File: config.mk
export PLATFORM = sky130hd
export DESIGN_NAME = sat_counter
export DESIGN_NICKNAME = d
export VERILOG_FILES = /design/src/rtl/count_checker_pkg.sv /design/src/rtl/count_checker_sat.sv
export SDC_FILE = /design/constraint.sdc
export NUM_CORES = 1
export LEC_CHECK = 0
export ABC_CLOCK_PERIOD_IN_PS = 1400
export BUFFER_PORTS_ARGS = -buffer_cell sky130_fd_sc_hd__clkbuf_2
export CORE_AREA = 2 2 39 41
export DETAILED_ROUTE_END_ITERATION = 12
export DIE_AREA = 0 0 41 43
export PLACE_DENSITY_LB_ADDON = 0.25
export SLEW_MARGIN = 20
export SYNTH_ARGS = -nofsm -noshare
export SYNTH_HDL_FRONTEND = slang
export SYNTH_SLANG_ARGS = --single-unit
File: constraint.sdc
create_clock -name clk -period 1.4 [get_ports clk]
set_clock_uncertainty 0.2 [all_clocks]
set_input_delay 0.14 -clock clk [delete_from_list [all_inputs] [get_ports clk]]
set_output_delay 0.14 -clock clk [all_outputs]
set_load 0.005 [all_outputs]
File: src/rtl/count_checker_pkg.sv
// count_checker_pkg
// Shared definitions for the count_checker slice: the FSM state encoding and
// the default bus widths and lock threshold.
package count_checker_pkg;

  localparam int DEF_WIDTH  = 4;
  localparam int DEF_ERR_W  = 8;
  localparam int DEF_LOCK_N = 2;

  typedef enum logic [1:0] {
    INIT    = 2'd0,
    ACQUIRE = 2'd1,
    LOCKED  = 2'd2
  } state_e;

endpackage

File: src/rtl/count_checker_sat.sv
// sat_counter
// Saturating event counter used for err_count.
// Ports:
//   clk    clock
//   reset  synchronous active-high reset
//   inc    count one event
//   clr    clear the count; an inc in the same cycle still counts, so the
//          result is 1 rather than 0
//   q      current count, holds at all-ones
module sat_counter
  import count_checker_pkg::*;
#(
  parameter int ERR_W = DEF_ERR_W
) (
  input  logic             clk,
  input  logic             reset,
  input  logic             inc,
  input  logic             clr,
  output logic [ERR_W-1:0] q
);

  logic [ERR_W-1:0] q_q;
  logic [ERR_W-1:0] q_d;

  always_comb begin
    q_d = q_q;
    if (clr) begin
      q_d = '0;
    end
    if (inc && (q_d != '1)) begin
      q_d = q_d + ERR_W'(1);
    end
  end

  always_ff @(posedge clk) begin
    if (reset) begin
      q_q <= '0;
    end else begin
      q_q <= q_d;
    end
  end

  assign q = q_q;

endmodule

==> results <==
- The flow ran to the end, and the final reports show no timing, DRC or antenna violations.
- The remaining routing DRC violations is 0.
- For the pin with the worst max-slew slack, the measured transition is between 0.3 and 0.4 ns.
- In this run the horizontal extent of the chip is ~41 um.
- Global routing used roughly 3.1% of the available met3 tracks.
- In this run, the number of DRC markers left after iteration 0 of detailed routing was 2.
- Clock tree synthesis selected as its root buffer the cell sky130_fd_sc_hd__clkbuf_4.
- The maximum frequency from static timing analysis is about 0.74 GHz.
- Summed over all instances, the cell type with the most area after synthesis is sky130_fd_sc_hd__dfxtp_1.
- Data arrives at the worst endpoint at 1.28 ns.
- The critical register-to-register path endpoint is q[1].
- The floorplan has 14 rows.
- The max-slew violation count is 0.
- The path with the worst hold slack has its endpoint at q[3].
- Counting every net in the synthesized netlist gives 45.
- The initial utilization of the core area, before any placement, comes to between 20% and 30%.
- The final antenna diode count is 0.
- The total of flip-flops plus latches after synthesis is 8.
- The global-route track usage on met2 is around 16%.
- The count of pins on the block boundary is 12.
- The cell area after placement is 466.7 um2.
- The total wire length is about 940 um.
- The static leakage is slightly below 0.2 nW.
- The layer with the highest usage is met1.
- The switching power of the nets is approximately 95 uW.
- Once routing completed, OpenROAD measured the worst setup slack at roughly 0.044 ns.
- The number of cells in the finished layout apart from fillers is 76.
- The number of different library cells in the post-synthesis netlist is 20.
- The startpoint identified for the worst hold timing path is clr.
- Setup violations remaining at the end of the flow were counted as 0.
- Dividing the final minimum period by the clock period gives between 90 and 100%.
- Data on the critical path is required at its endpoint by ~1.3 ns.
- The overflow left after global routing is 0.
- The power share of the clock group is about 40%.
- The type of the worst min-delay path is input pin to register.
- The total core area is about 1400 um2.
- TritonCTS built the clock tree.
- The top-area cell type share of the netlist area is a little over two fifths.
- Internal power comes to 343.2 uW.
- The worst setup path is of the input pin to register kind.
- The category of the worst setup path launch point is an input pin.
- The routed via count is between 300 and 400.
- Including well taps, the total number of placed cells is 71.
- The number of buffers inserted by post-CTS setup repair is 0.
- Cells with a size suffix above 1 make up about two fifths of the layout.
- The count of buffers inserted at the top-level ports is 11.
- The worst slew margin relative to its limit is 79.17%.
- The minimum clock period after layout is 1.356 ns.
- Sequential cells account for 53.6% of the total power.
- Per report_power, the combinational group accounts for 6.2% of the total.
- The combined global-route utilization of all metal layers is roughly an eighth.
- Counting instances, the worst hold path has a depth of 4.
- The worst slack at placement is around 0.10 ns.
- After technology mapping, the gate count stands at 41.
- The mean cell area of the mapped netlist is 9.003 um2.
- The design draws 437.9 uW.
- The final RePlAce weighted congestion is between 0.7 and 0.8.
- The register with the most flip-flops in the layout has 8 of them.
- The tool flagged a number of max-cap violations equal to 0.
- By area the synthesized netlist is led by sky130_fd_sc_hd__dfxtp_1 (43%), sky130_fd_sc_hd__a21oi_1 (5.4%), sky130_fd_sc_hd__nor3_1 (5.4%), sky130_fd_sc_hd__a31oi_1 (5.1%), sky130_fd_sc_hd__nand4_1 (5.1%).
- The largest net degree at the start of global routing is 8.
- The finished cells cover roughly 530 um2.
- The area growth from synthesis to layout is 42.71%.
- The initial antenna violation count is 0.
- Before antenna repair, the detailed router went through 2 iterations.
- The clock passes through at most 2 buffers.
- The switching power share of the total is between 20% and 30%.
- Counting the fill cells in the layout gives about 140.
- The number of routed nets with antenna violations is 0.
- The final-layout setup total negative slack is 0 ns.
- The number of cells on the worst reg-to-reg path is 3.
- Setup slack on the worst reg-to-reg path comes out at 0.06 ns.
- The hold violation count in the final report is 0.
- The die is ~43 um tall.
- The sequential cell area fraction in the yosys report is 43.39%.
- The CTS sink count is 8.
- The floorplan step defined a die boundary enclosing roughly 1800 um2.
- In this run the worst setup path begins at inc.
- The power density over cell area is 831.3 nW/um2.
- The average vias per placed instance is 5.145.
- In the final design database the tool counted 66 nets.
- Counting the buffers created by CTS gives 3.
- The estimated wirelength of the detail-placed design is about 680 um.
- After synthesis the cells add up to about 370 um2.
- The origin of the critical flop-to-flop path is q[6].
- The insertion delay to the later sink of the worst-skew pair is between 0.2 and 0.3 ns.
- The post-layout utilization of the core is a little under two fifths.
- The number of global-route vias before repair came to 351.
- The type of element capturing the critical path is a register.
- The first global-routing pass estimated ~1400 um of wire.
- After clock tree synthesis, the clock-pin slew on the worst setup and hold paths is about 0.050 ns.
- The biggest fanout along the worst timing path is 7.
- CTS built an H-tree with a depth of 1.
- After detailed routing, the average wire length per cell comes to around 12 um.
- The number of warnings issued by yosys is 0.
- For this run, global-route usage on met1 was measured as around 17%.
- On the final layout, the worst hold slack is ~0.033 ns.
- The peak ir drop on the vdd network is 319.7 uV.
-- worst max-delay path: stages --
cell and delay (ns):
sky130_fd_sc_hd__dlygate4sd3_1 0.54, sky130_fd_sc_hd__buf_4 0.16, sky130_fd_sc_hd__and4_1 0.23, sky130_fd_sc_hd__a21oi_1 0.16, sky130_fd_sc_hd__nor3_1 0.06
-- worst max path at each step --
stage / slack, ns / cells after the start / end
6_report: 0.04 / 5 / q[4]
5_1_grt: -0.003 / 3 / q[1]
4_1_cts: 0.02 / 5 / q[7]
3_5_place_dp: 0.10 / 3 / q[1]
3_3_place_gp: 0.11 / 3 / q[1]
2_1_floorplan: 0.13 / 3 / q[1]
-- synthesized netlist by cell type, drive strengths merged --
| library cell | n |
|---|---|
| o21bai | 1 |
| or2 | 1 |
| and2 | 1 |
| nor3 | 4 |
| and3 | 1 |
| a31oi | 3 |
| and4 | 2 |
| nand4 | 3 |
| dfxtp | 8 |
| a21oi | 4 |
| o21ai | 2 |
| a41oi | 1 |
| nor2 | 2 |
| nand3 | 1 |
| a211oi | 2 |
| and4b | 1 |
| nor2b | 1 |
| nand2 | 2 |
| nand3b | 1 |
-- kinds of logic (layout without fill, tap and decap cells) --
logic type | count (synthesis) | after routing | share of synthesized area (%)
simple gates | 20 | 20 | 33.57
compound gates | 13 | 13 | 23.05
buf+inv | 0 | 19 | 0
flops | 8 | 8 | 43.39
-- power groups by stage --
| stage | combinational, mW | clock (mW) | sequential (mW) |
|---|---|---|---|
| 2_1_floorplan | 0.00958 | 0 | 0.239 |
| 3_5_place_dp | 0.0219 | 0 | 0.240 |
| 4_1_cts | 0.0262 | 0.182 | 0.235 |
| 6_report | 0.0272 | 0.176 | 0.235 |
| 5_1_grt | 0.0294 | 0.197 | 0.235 |
| 3_3_place_gp | 0.0218 | 0 | 0.240 |
-- per-layer routing --
layer / wire length [um] / vias up
li1: - / 203
met3: 40 / 4
met4: 17 / 0
met5: 0 / -
met1: 421 / 174
met2: 456 / 10
-- cells in the final DEF, fill, tap and decap left out, types with 2 or more instances in the layout --
cell type / Yosys / layout
sky130_fd_sc_hd__a21oi_1: 4 / 4
sky130_fd_sc_hd__a31oi_1: 3 / 3
sky130_fd_sc_hd__buf_4: 0 / 4
sky130_fd_sc_hd__clkbuf_2: 0 / 10
sky130_fd_sc_hd__clkbuf_4: 0 / 3
sky130_fd_sc_hd__dfxtp_1: 8 / 8
sky130_fd_sc_hd__dlygate4sd3_1: 0 / 2
sky130_fd_sc_hd__nand2_1: 2 / 2
sky130_fd_sc_hd__nand4_1: 3 / 3
sky130_fd_sc_hd__nor2_1: 2 / 2
sky130_fd_sc_hd__nor3_1: 4 / 3
sky130_fd_sc_hd__o21ai_0: 2 / 2
-- what timing repair did --
action                                 CTS  global route
setup endpoints to repair                0             4
hold buffers                             2             0
endpoints found under the hold margin    3             0
resized for setup                        0             5
-- cell type report --
class / count / area, um2 / area share, %
sequential: 8 / 160.2 / 30.40
clock buffer: 3 / 22.52 / 4.276
multi-input combinational: 33 / 224.0 / 42.52
timing repair buffer: 16 / 100.1 / 19.00
tap: 16 / 20.02 / 3.800
Note: power is estimated with default switching activity, not from simulation.
